===== src/rtl/seq_chunk_adder_pkg.sv =====
// Shared types and elaboration helpers for the chunked ripple adder.
// Feature macro ADDER_SUB_EN (subtract mode) is handled in the interface and top.
package seq_adder_pkg;

    typedef enum logic [1:0] {
        IDLE = 2'd0,
        RUN  = 2'd1,
        DONE = 2'd2
    } state_t;

    function automatic int calc_nchunk(input int width, input int chunk);
        return (chunk > 0) ? (width / chunk) : 1;
    endfunction

    // A single-chunk build still needs a 1-bit counter.
    function automatic int calc_cnt_w(input int nchunk);
        return (nchunk <= 1) ? 1 : $clog2(nchunk);
    endfunction

endpackage


===== src/rtl/seq_chunk_adder_if.sv =====
// Operand/result handshake bundle for seq_chunk_adder.
// ADDER_SUB_EN adds the sub select, sampled together with a/b.
interface seq_chunk_adder_if #(
    parameter int WIDTH = 16
);
    logic             in_valid;
    logic             in_ready;
    logic [WIDTH-1:0] a;
    logic [WIDTH-1:0] b;
    logic             cin;
    logic             out_valid;
    logic             out_ready;
    logic [WIDTH-1:0] sum;
    logic             cout;
    logic             busy;
`ifdef ADDER_SUB_EN
    logic             sub;

    modport master (
        output in_valid, a, b, cin, sub, out_ready,
        input  in_ready, out_valid, sum, cout, busy
    );

    modport slave (
        input  in_valid, a, b, cin, sub, out_ready,
        output in_ready, out_valid, sum, cout, busy
    );
`else
    modport master (
        output in_valid, a, b, cin, out_ready,
        input  in_ready, out_valid, sum, cout, busy
    );

    modport slave (
        input  in_valid, a, b, cin, out_ready,
        output in_ready, out_valid, sum, cout, busy
    );
`endif
endinterface


===== src/rtl/seq_chunk_adder_chunk_add.sv =====
// Narrow combinational adder slice reused every cycle by seq_chunk_adder.
module chunk_add #(
    parameter int CHUNK = 4
) (
    input  logic [CHUNK-1:0] i_a,
    input  logic [CHUNK-1:0] i_b,
    input  logic             i_ci,
    output logic [CHUNK-1:0] o_s,
    output logic             o_co
);

    assign {o_co, o_s} = {1'b0, i_a} + {1'b0, i_b} + {{CHUNK{1'b0}}, i_ci};

endmodule


===== src/rtl/seq_chunk_adder.sv =====
// Multi-cycle WIDTH-bit adder: one CHUNK-bit slice per clock, LSB first, carry linked by r_carry.
// Defining ADDER_SUB_EN adds a sub input selecting a - b (cin ignored, cout=1 means no borrow).
//
//   state | meaning
//   IDLE  | waiting for operands, in_ready=1
//   RUN   | adding chunk r_cnt, busy=1
//   DONE  | result held on sum/cout, out_valid=1, in_ready follows out_ready
import seq_adder_pkg::*;

module seq_chunk_adder #(
    parameter int WIDTH = 16,
    parameter int CHUNK = 4
) (
    input  logic              clk,
    input  logic              rst_n,
    seq_chunk_adder_if.slave  bus
);

    localparam int NCHUNK = calc_nchunk(WIDTH, CHUNK);
    localparam int CNT_W  = calc_cnt_w(NCHUNK);
    localparam logic [CNT_W-1:0] LAST_CNT   = CNT_W'(NCHUNK - 1);
    localparam logic [WIDTH-1:0] CHUNK_MASK = WIDTH'({CHUNK{1'b1}});

    generate
        if (CHUNK < 1 || CHUNK > WIDTH) begin : g_bad_chunk
            $error("seq_chunk_adder: CHUNK must be in 1..WIDTH");
        end else if ((WIDTH % CHUNK) != 0) begin : g_bad_width
            $error("seq_chunk_adder: WIDTH must be a multiple of CHUNK");
        end
    endgenerate

    state_t           r_state;
    state_t           w_state_nxt;
    logic [WIDTH-1:0] r_a;
    logic [WIDTH-1:0] r_b;
    logic [WIDTH-1:0] r_sum;
    logic             r_carry;
    logic             r_cout;
    logic [CNT_W-1:0] r_cnt;

    logic             w_in_ready;
    logic             w_busy;
    logic             w_out_valid;
    logic             w_accept;
    logic             w_last;
    logic [31:0]      w_off;
    logic [WIDTH-1:0] w_a_sh;
    logic [WIDTH-1:0] w_b_sh;
    logic [CHUNK-1:0] w_s;
    logic             w_co;
    logic [WIDTH-1:0] w_b_in;
    logic             w_c_in;
    logic [WIDTH-1:0] w_sum_upd;

    // Subtraction is folded into the operand latch: a + ~b + 1.
`ifdef ADDER_SUB_EN
    assign w_b_in = bus.sub ? ~bus.b : bus.b;
    assign w_c_in = bus.sub ? 1'b1   : bus.cin;
`else
    assign w_b_in = bus.b;
    assign w_c_in = bus.cin;
`endif

    always_ff @(posedge clk or negedge rst_n) begin
        if (!rst_n) begin
            r_state <= IDLE;
        end else begin
            r_state <= w_state_nxt;
        end
    end

    always_comb begin
        w_state_nxt = r_state;
        w_in_ready  = 1'b0;
        w_busy      = 1'b0;
        w_out_valid = 1'b0;
        case (r_state)
            IDLE: begin
                w_in_ready = 1'b1;
                if (bus.in_valid) begin
                    w_state_nxt = RUN;
                end
            end
            RUN: begin
                w_busy = 1'b1;
                if (w_last) begin
                    w_state_nxt = DONE;
                end
            end
            DONE: begin
                w_out_valid = 1'b1;
                w_in_ready  = bus.out_ready;
                if (bus.out_ready) begin
                    w_state_nxt = bus.in_valid ? RUN : IDLE;
                end
            end
            default: begin
                w_state_nxt = IDLE;
            end
        endcase
    end

    assign w_accept = bus.in_valid & w_in_ready;
    assign w_last   = (r_state == RUN) && (r_cnt == LAST_CNT);

    // Shift the active chunk down to bit 0 so one narrow adder serves every position.
    assign w_off  = 32'(r_cnt) * 32'(CHUNK);
    assign w_a_sh = r_a >> w_off;
    assign w_b_sh = r_b >> w_off;

    chunk_add #(
        .CHUNK (CHUNK)
    ) u_chunk_add (
        .i_a  (w_a_sh[CHUNK-1:0]),
        .i_b  (w_b_sh[CHUNK-1:0]),
        .i_ci (r_carry),
        .o_s  (w_s),
        .o_co (w_co)
    );

    assign w_sum_upd = (r_sum & ~(CHUNK_MASK << w_off)) | (WIDTH'(w_s) << w_off);

    always_ff @(posedge clk or negedge rst_n) begin
        if (!rst_n) begin
            r_a     <= '0;
            r_b     <= '0;
            r_sum   <= '0;
            r_carry <= 1'b0;
            r_cout  <= 1'b0;
            r_cnt   <= '0;
        end else if (w_accept) begin
            r_a     <= bus.a;
            r_b     <= w_b_in;
            r_carry <= w_c_in;
            r_cnt   <= '0;
        end else if (r_state == RUN) begin
            r_sum   <= w_sum_upd;
            r_carry <= w_co;
            r_cnt   <= r_cnt + 1'b1;
            if (w_last) begin
                r_cout <= w_co;
            end
        end
    end

    assign bus.in_ready  = w_in_ready;
    assign bus.busy      = w_busy;
    assign bus.out_valid = w_out_valid;
    assign bus.sum       = r_sum;
    assign bus.cout      = r_cout;

endmodule


===== src/flat_wrapper.sv =====
// flat-port wrapper written by rule: the top's interface ports become plain ports
module seq_chunk_adder_flat 
#(
    parameter int WIDTH = 16,
    parameter int CHUNK = 4
)
  (clk, rst_n, bus_in_valid, bus_a, bus_b, bus_cin, bus_out_ready, bus_in_ready, bus_out_valid, bus_sum, bus_cout, bus_busy);
  seq_chunk_adder_if #(.WIDTH(WIDTH)) bus_i ();
  input  logic clk;
  input  logic rst_n;
  input wire logic [$bits(bus_i.in_valid)-1:0] bus_in_valid;
  input wire logic [$bits(bus_i.a)-1:0] bus_a;
  input wire logic [$bits(bus_i.b)-1:0] bus_b;
  input wire logic [$bits(bus_i.cin)-1:0] bus_cin;
  input wire logic [$bits(bus_i.out_ready)-1:0] bus_out_ready;
  output wire logic [$bits(bus_i.in_ready)-1:0] bus_in_ready;
  output wire logic [$bits(bus_i.out_valid)-1:0] bus_out_valid;
  output wire logic [$bits(bus_i.sum)-1:0] bus_sum;
  output wire logic [$bits(bus_i.cout)-1:0] bus_cout;
  output wire logic [$bits(bus_i.busy)-1:0] bus_busy;
  assign bus_i.in_valid = bus_in_valid;
  assign bus_i.a = bus_a;
  assign bus_i.b = bus_b;
  assign bus_i.cin = bus_cin;
  assign bus_i.out_ready = bus_out_ready;
  assign bus_in_ready = bus_i.in_ready;
  assign bus_out_valid = bus_i.out_valid;
  assign bus_sum = bus_i.sum;
  assign bus_cout = bus_i.cout;
  assign bus_busy = bus_i.busy;
  seq_chunk_adder #(.WIDTH(WIDTH), .CHUNK(CHUNK)) u_core (.clk(clk), .rst_n(rst_n), .bus(bus_i));
endmodule

===== config.mk =====
export PLATFORM = sky130hd
export DESIGN_NAME = seq_chunk_adder_flat
export DESIGN_NICKNAME = d
export VERILOG_FILES = /design/src/rtl/seq_chunk_adder_pkg.sv /design/src/rtl/seq_chunk_adder_if.sv /design/src/rtl/seq_chunk_adder_chunk_add.sv /design/src/rtl/seq_chunk_adder.sv /design/src/flat_wrapper.sv
export SDC_FILE = /design/constraint.sdc
export NUM_CORES = 1
export LEC_CHECK = 0
export CORE_MARGIN = 1
export CORE_UTILIZATION = 46
export DETAILED_ROUTE_END_ITERATION = 12
export GPL_TIMING_DRIVEN = 0
export PLACE_DENSITY = 0.76
export REMOVE_ABC_BUFFERS = 1
export SKIP_LAST_GASP = 1
export SLEW_MARGIN = 10
export SYNTH_ARGS = -nofsm -noshare
export SYNTH_HDL_FRONTEND = slang
export SYNTH_HIERARCHICAL = 1
export SYNTH_SLANG_ARGS = --single-unit
export TNS_END_PERCENT = 1

===== constraint.sdc =====
create_clock -name clk -period 2.7 [get_ports clk]
set_input_delay 0.54 -clock clk [delete_from_list [all_inputs] [get_ports clk]]
set_output_delay 0.54 -clock clk [all_outputs]
set_load 0.05 [all_outputs]

# Word level (Yosys, flattened, before mapping)
# Cells that the tools add are included.
[op_classes]
add_sub_neg = 3
multipliers = 0
n_div = 0
order_cmp = 0
eq_ne = 6
n_shift = 4
mux = 12
n_bitwise = 5
n_reduce_logical = 6
[op_table]
columns = ["cell", "n"]
rows = [
  [">> shifter 16 x 4 -> 4 bit", 2],
  ["AND 16 bit", 1],
  ["NOT 16 bit", 1],
  ["OR 16 bit", 1],
  ["left shift 4 x 4 -> 16 bit", 1],
  ["left shift 4 x 4 -> 16 bit, first input constant", 1],
  ["2-to-1 mux 2 bit", 5],
  ["case mux 2 bit (3 select lines)", 1],
  ["AND reduction 3 bit", 2],
  ["adder 4 x 4 -> 5 bit", 1],
  ["adder 5 x 1 -> 5 bit", 1],
  ["2-to-1 mux 1 bit", 5],
  ["equality test 2 bit, second input constant", 2],
  ["!= test 2 bit, second input constant", 2],
  ["adder 2 x 1 -> 2 bit, second input constant", 1],
  ["equality test 2 x 1 -> 1 bit, second input constant", 1],
  ["logical NOT 2 bit", 1],
  ["!= test 2 x 1 -> 1 bit, second input constant", 1],
  ["case mux 1 bit (2 select lines)", 1],
  ["AND reduction 2 bit", 1],
  ["nonzero test 2 bit", 1],
  ["AND 1 bit", 1],
  ["logical AND 1 bit", 1],
  ["NOT 1 bit", 1],
]
[word_totals]
reg_bits = 54
latchBits = 0
mem_bits_rw = 0
romBits = 0
input_bits = 37
output_inout_bits = 20
elab_cells = 43
memories = 0

# Depth between registers and ports, before layout
[logic_depth]
word_depth = 5
depth_mapped = 10
depth_no_buf = 9

# Cells and area by module
# The synthesis kept the hierarchy.
[modules_own_cells]
columns = ["module", "n_inst", "cells_per_inst", "area_per_inst_um2", "seq_area_each_um2"]
rows = [
  ["seq_chunk_adder", 1, 153, 2491.1, 1351.3],
  ["chunk_add", 1, 16, 143.9, 0.0],
]

# Least setup slack after synthesis
# Ideal clock, no wire load.
[synth_path]
path_kind = "reg-to-reg"
startpoint = "reg u_core.r_cnt[0]"
endpoint = "reg u_core.r_carry"
setup_time_ns = 0.125
arrival_time_ns = 2.625
required_time_ns = 2.575
path_slack_ns = -0.050
stages_incl_launch_ff = 11
n_path_buf = 1
synth_period_minus_slack_ns = 2.750
path_cell_list = "dfrtp_1 > buf_6 > mux4_2 > fa_1 > inv_1 > fa_1 > nor2b_1 > o21ai_0 > nand2b_1 > mux2_4 > mux2_4"
[synth_via]
elab_chain_cells = 5
elab_cells_between_ends = 6
cone_classes = "add/sub (2); shift (2); mux (2)"
[synth_lines]
columns = ["item", "line_no", "rtl"]
rows = [
  ["from (decl)", "seq_chunk_adder.sv:39", "logic [CNT_W-1:0] r_cnt;"],
  ["from (signal assigned)", "seq_chunk_adder.sv:139", "r_cnt <= r_cnt + 1'b1;"],
  [">> shifter 16 x 4 -> 4 bit", "seq_chunk_adder.sv:108", "assign w_a_sh = r_a >> w_off;"],
  ["named net u_core.w_a_sh[0]", "seq_chunk_adder.sv:47", "logic [WIDTH-1:0] w_a_sh;"],
  ["adder 4 x 4 -> 5 bit", "seq_chunk_adder_chunk_add.sv:12", "assign {o_co, o_s} = {1'b0, i_a} + {1'b0, i_b} + {{CHUNK{1'b0}}, i_ci};"],
  ["adder 5 x 1 -> 5 bit", "seq_chunk_adder_chunk_add.sv:12", ""],
  ["named net u_core.w_co", "seq_chunk_adder.sv:50", "logic w_co;"],
  ["2-to-1 mux 1 bit", "seq_chunk_adder.sv:136", "end else if (r_state == RUN) begin"],
  ["2-to-1 mux 1 bit", "seq_chunk_adder.sv:131", "end else if (w_accept) begin"],
  ["to (signal assigned)", "seq_chunk_adder.sv:134", "r_carry <= w_c_in;"],
  ["to (signal assigned)", "seq_chunk_adder.sv:138", "r_carry <= w_co;"],
  ["to (decl)", "seq_chunk_adder.sv:37", "logic r_carry;"],
]
# The timed path passes the listed nets, and every way through them passes these cells. The select of a mux whose other input is x is not followed.
# A chain may end at the register's enable or synchronous reset.

# Worst setup path after layout
[layout_path]
startpoint = "reg u_core.r_cnt[0]"
endpoint = "reg u_core.r_carry"
[layout_via]
elab_chain_cells = 5
elab_cells_between_ends = 6
cone_classes = "add/sub (2); shift (2); mux (2)"
[layout_lines]
columns = ["item", "line_no", "rtl"]
rows = [
  [">> shifter 16 x 4 -> 4 bit", "seq_chunk_adder.sv:109", "assign w_b_sh = r_b >> w_off;"],
  ["named net u_core.w_b_sh[0]", "seq_chunk_adder.sv:48", "logic [WIDTH-1:0] w_b_sh;"],
  ["adder 4 x 4 -> 5 bit", "seq_chunk_adder_chunk_add.sv:12", ""],
  ["adder 5 x 1 -> 5 bit", "seq_chunk_adder_chunk_add.sv:12", ""],
  ["named net u_core.w_co", "seq_chunk_adder.sv:50", ""],
  ["2-to-1 mux 1 bit", "seq_chunk_adder.sv:136", ""],
  ["2-to-1 mux 1 bit", "seq_chunk_adder.sv:131", ""],
]
# The timed path passes the listed nets, and every way through them passes these cells. The select of a mux whose other input is x is not followed.

==> flow_metrics.tcl <==
set metrics [dict create \
    ys_ff_latch 54 \
    slew_viol_final 0 \
    status "completed" \
    dieWidth_um 77.7 \
    initialDrtViolationCount 102 \
    path_class "register to register" \
    synth_top_area_share_pct 51.3 \
    final_core_util_pct 62.3 \
    synth-edff-count 0 \
    cp.arrival_ns 2.80 \
    synth_common_cells "54 x dfrtp_1, 28 x mux2_4, 12 x a32o_1" \
    cts_buffer_depth 2 \
    finalClockSkew_ns 0.0115 \
    drcViolationCount 0 \
    grt_max_degree 29 \
    postRouteAntennaNets 0 \
    fin_crit_sh_pct 96.2 \
    yosysMostFrequentCell "dfrtp_1" \
    cp_num_buf_inv 1 \
    path_cells "mux4_2 > fa_2 > inv_2 > fa_2 > nor2b_1 > o21ai_1 > nand2b_1 > mux2_4 > mux2_4" \
    initial_utilization_pct 47.9 \
    fp.dieH_um 77.7 \
    crit_path_max_incr_delay_ns 0.53 \
    async_reset_ff_share_pct 100 \
    relSlewSlack_pct 58.6 \
    max_freq_mhz 385 \
    grt_pass1_wl_mm 8.05 \
    clkTransAtPathRegs_ns 0.10 \
    end_kind "register" \
    globalRouteMet1Util_pct 24.6 \
    io_pins 57 \
    routedWlPerCell_um 15.2 \
    hold_viol_final 0 \
    ys_types 26 \
    synthCells 169 \
    rsz0062_at_grt "yes" \
    post-route-min-period_ns 2.60 \
    cap_violations 0 \
    grt_usage_pct 17.3 \
    cp_max_fo 5 \
    setup_viol 0 \
    yosysSeqAreaShare_pct 51.3 \
    tightest_slew_ns 0.622 \
    yosysTopAreaCell "dfrtp_1" \
    grt_overflow 0 \
    insertion_delay_ns 0.32 \
    yosys-top-cells-area "dfrtp_1 51%, mux2_4 16%, mux4_2 6.8%, a32o_1 4.6%, ha_1 3.3%" \
    gp_congestion 0.758 \
    htree_levels 2 \
    port_buffers 56 \
    vias 1589 \
    tritoncts "yes" \
    core_area_um2 5510 \
    min_path_type "primary input to async pin" \
    grt_antenna_before_repair 0 \
    yosys_warnings 6 \
    drive_gt1_share_pct 31.1 \
    dp.final_hpwl_mm 3.45 \
    critPathTopFamily "multiplexers" \
    clock_sinks 54 \
    met3_usage_pct 4.47 \
    die-area_um2 6030 \
    slowest_stage "mux4_2" \
    netlist_area_um2 2640 \
    drtPass1Iterations 4 \
    root_buffer "clkbuf_8" \
    antenna_cells 0 \
    ctsHoldBuffers 0 \
    final_net_count 280 \
    syn2layout_area_growth_pct 30.1 \
    globalRouteMet2Util_pct 26.5 \
    floorplan.rows 27 \
    cts_made_buffers 5 \
    synth.avg_cell_area_um2 15.6 \
    synth_ff_type "dfrtp_1" \
    grt_pass1_vias 1620 \
    finalSetupTns_ns 0 \
    grt.busiest_layer "met2" \
    critPathLaunchType "register" \
    vias_per_cell 5.18 \
    wl_mm 4.66 \
    crit_required_ns 2.90 \
]
## final cells by class
type                            instances  area, µm²
Tap cell                               72       90.1
Clock buffer                            5       68.8
Inverter                                7       26.3
Sequential cell                        54       1360
Fill cell                             431       2080
Timing Repair Buffer                   67        679
Multi-Input combinational cell         99       1160
Clock inverter                          3       45.0
## registers in the layout (all words and copies together) (netlist names)
signal	cells
u_core/r_cnt	2
u_core/r_carry	1
u_core/r_b	16
u_core/bus.sum	16
u_core/r_a	16
u_core/bus.cout	1
u_core/r_state	2
## metal layers
metal,vias up,share of wire [%]
li1,743,-
met1,787,47
met2,54,47
met3,5,5.4
met4,0,0.95
met5,-,0
## worst paths after layout
| check | cells after the start | endpoint | slack [ns] | start |
|---|---|---|---|---|
| min | 1 | u_core/r_cnt[0] | 0.22 | rst_n |
| max reg2reg | 9 | u_core/r_carry | 0.10 | u_core/r_cnt[0] |
| min in group clk | 1 | u_core/bus.sum[1] | 0.50 | u_core/bus.sum[1] |
| min reg2reg | 1 | u_core/bus.sum[1] | 0.50 | u_core/bus.sum[1] |
| max in group asynchronous | 2 | u_core/r_b[15] | 1.91 | rst_n |
| max | 9 | u_core/r_carry | 0.10 | u_core/r_cnt[0] |
## what timing repair did
item	CTS	global route
pin swaps	0	3
buffers inserted	3	3
resized for setup	4	4
hold endpoints to repair	0	0
setup endpoints to repair	15	1
## placed cells by master, fill, tap and decap left out, drive strengths merged
master	instances
mux2	35
dlygate4sd2	1
fa	2
clkbuf	5
o2bb2ai	4
dfrtp	54
xnor2	3
nor3b	1
a32o	12
ha	7
clkdlybuf4s50	54
clkinvlp	2
o21ai	2
mux2i	1
mux4	8
bufinv	1
nand2	9
inv	7
nor2b	4
nand2b	2
a21o	2
buf	12
nor2	6
a21oi	1
## cell families after synthesis
logic type,Yosys count,share of synthesized area [%]
AND/OR/NAND/NOR,22,4.42
AO/OA/AOI/OAI,21,7.17
adder cells (fa/ha/maj),9,4.84
buffers and inverters,16,5.13
XOR/XNOR,3,0.997
multiplexers,44,26.2
flip-flops,54,51.3
## per-stage QoR
| step | worst slack, ns | cells | instance area (µm²) | hold slack (ns) |
|---|---|---|---|---|
| 3_3_place_gp | -1.63 | 288 | 3180 | 0.475 |
| 3_5_place_dp | -0.499 | 293 | 3260 | 0.478 |
| 5_1_grt | -0.0157 | 307 | 3430 | 0.269 |
| 6_report | 0.103 | 307 | 3430 | 0.224 |
| 4_1_cts | -0.0336 | 304 | 3400 | 0.245 |
| 2_1_floorplan | -0.458 | 160 | 2530 | 0.244 |
Power is not shown: default switching activity piles up to over one toggle a cycle in this logic, so the estimate is an artifact.
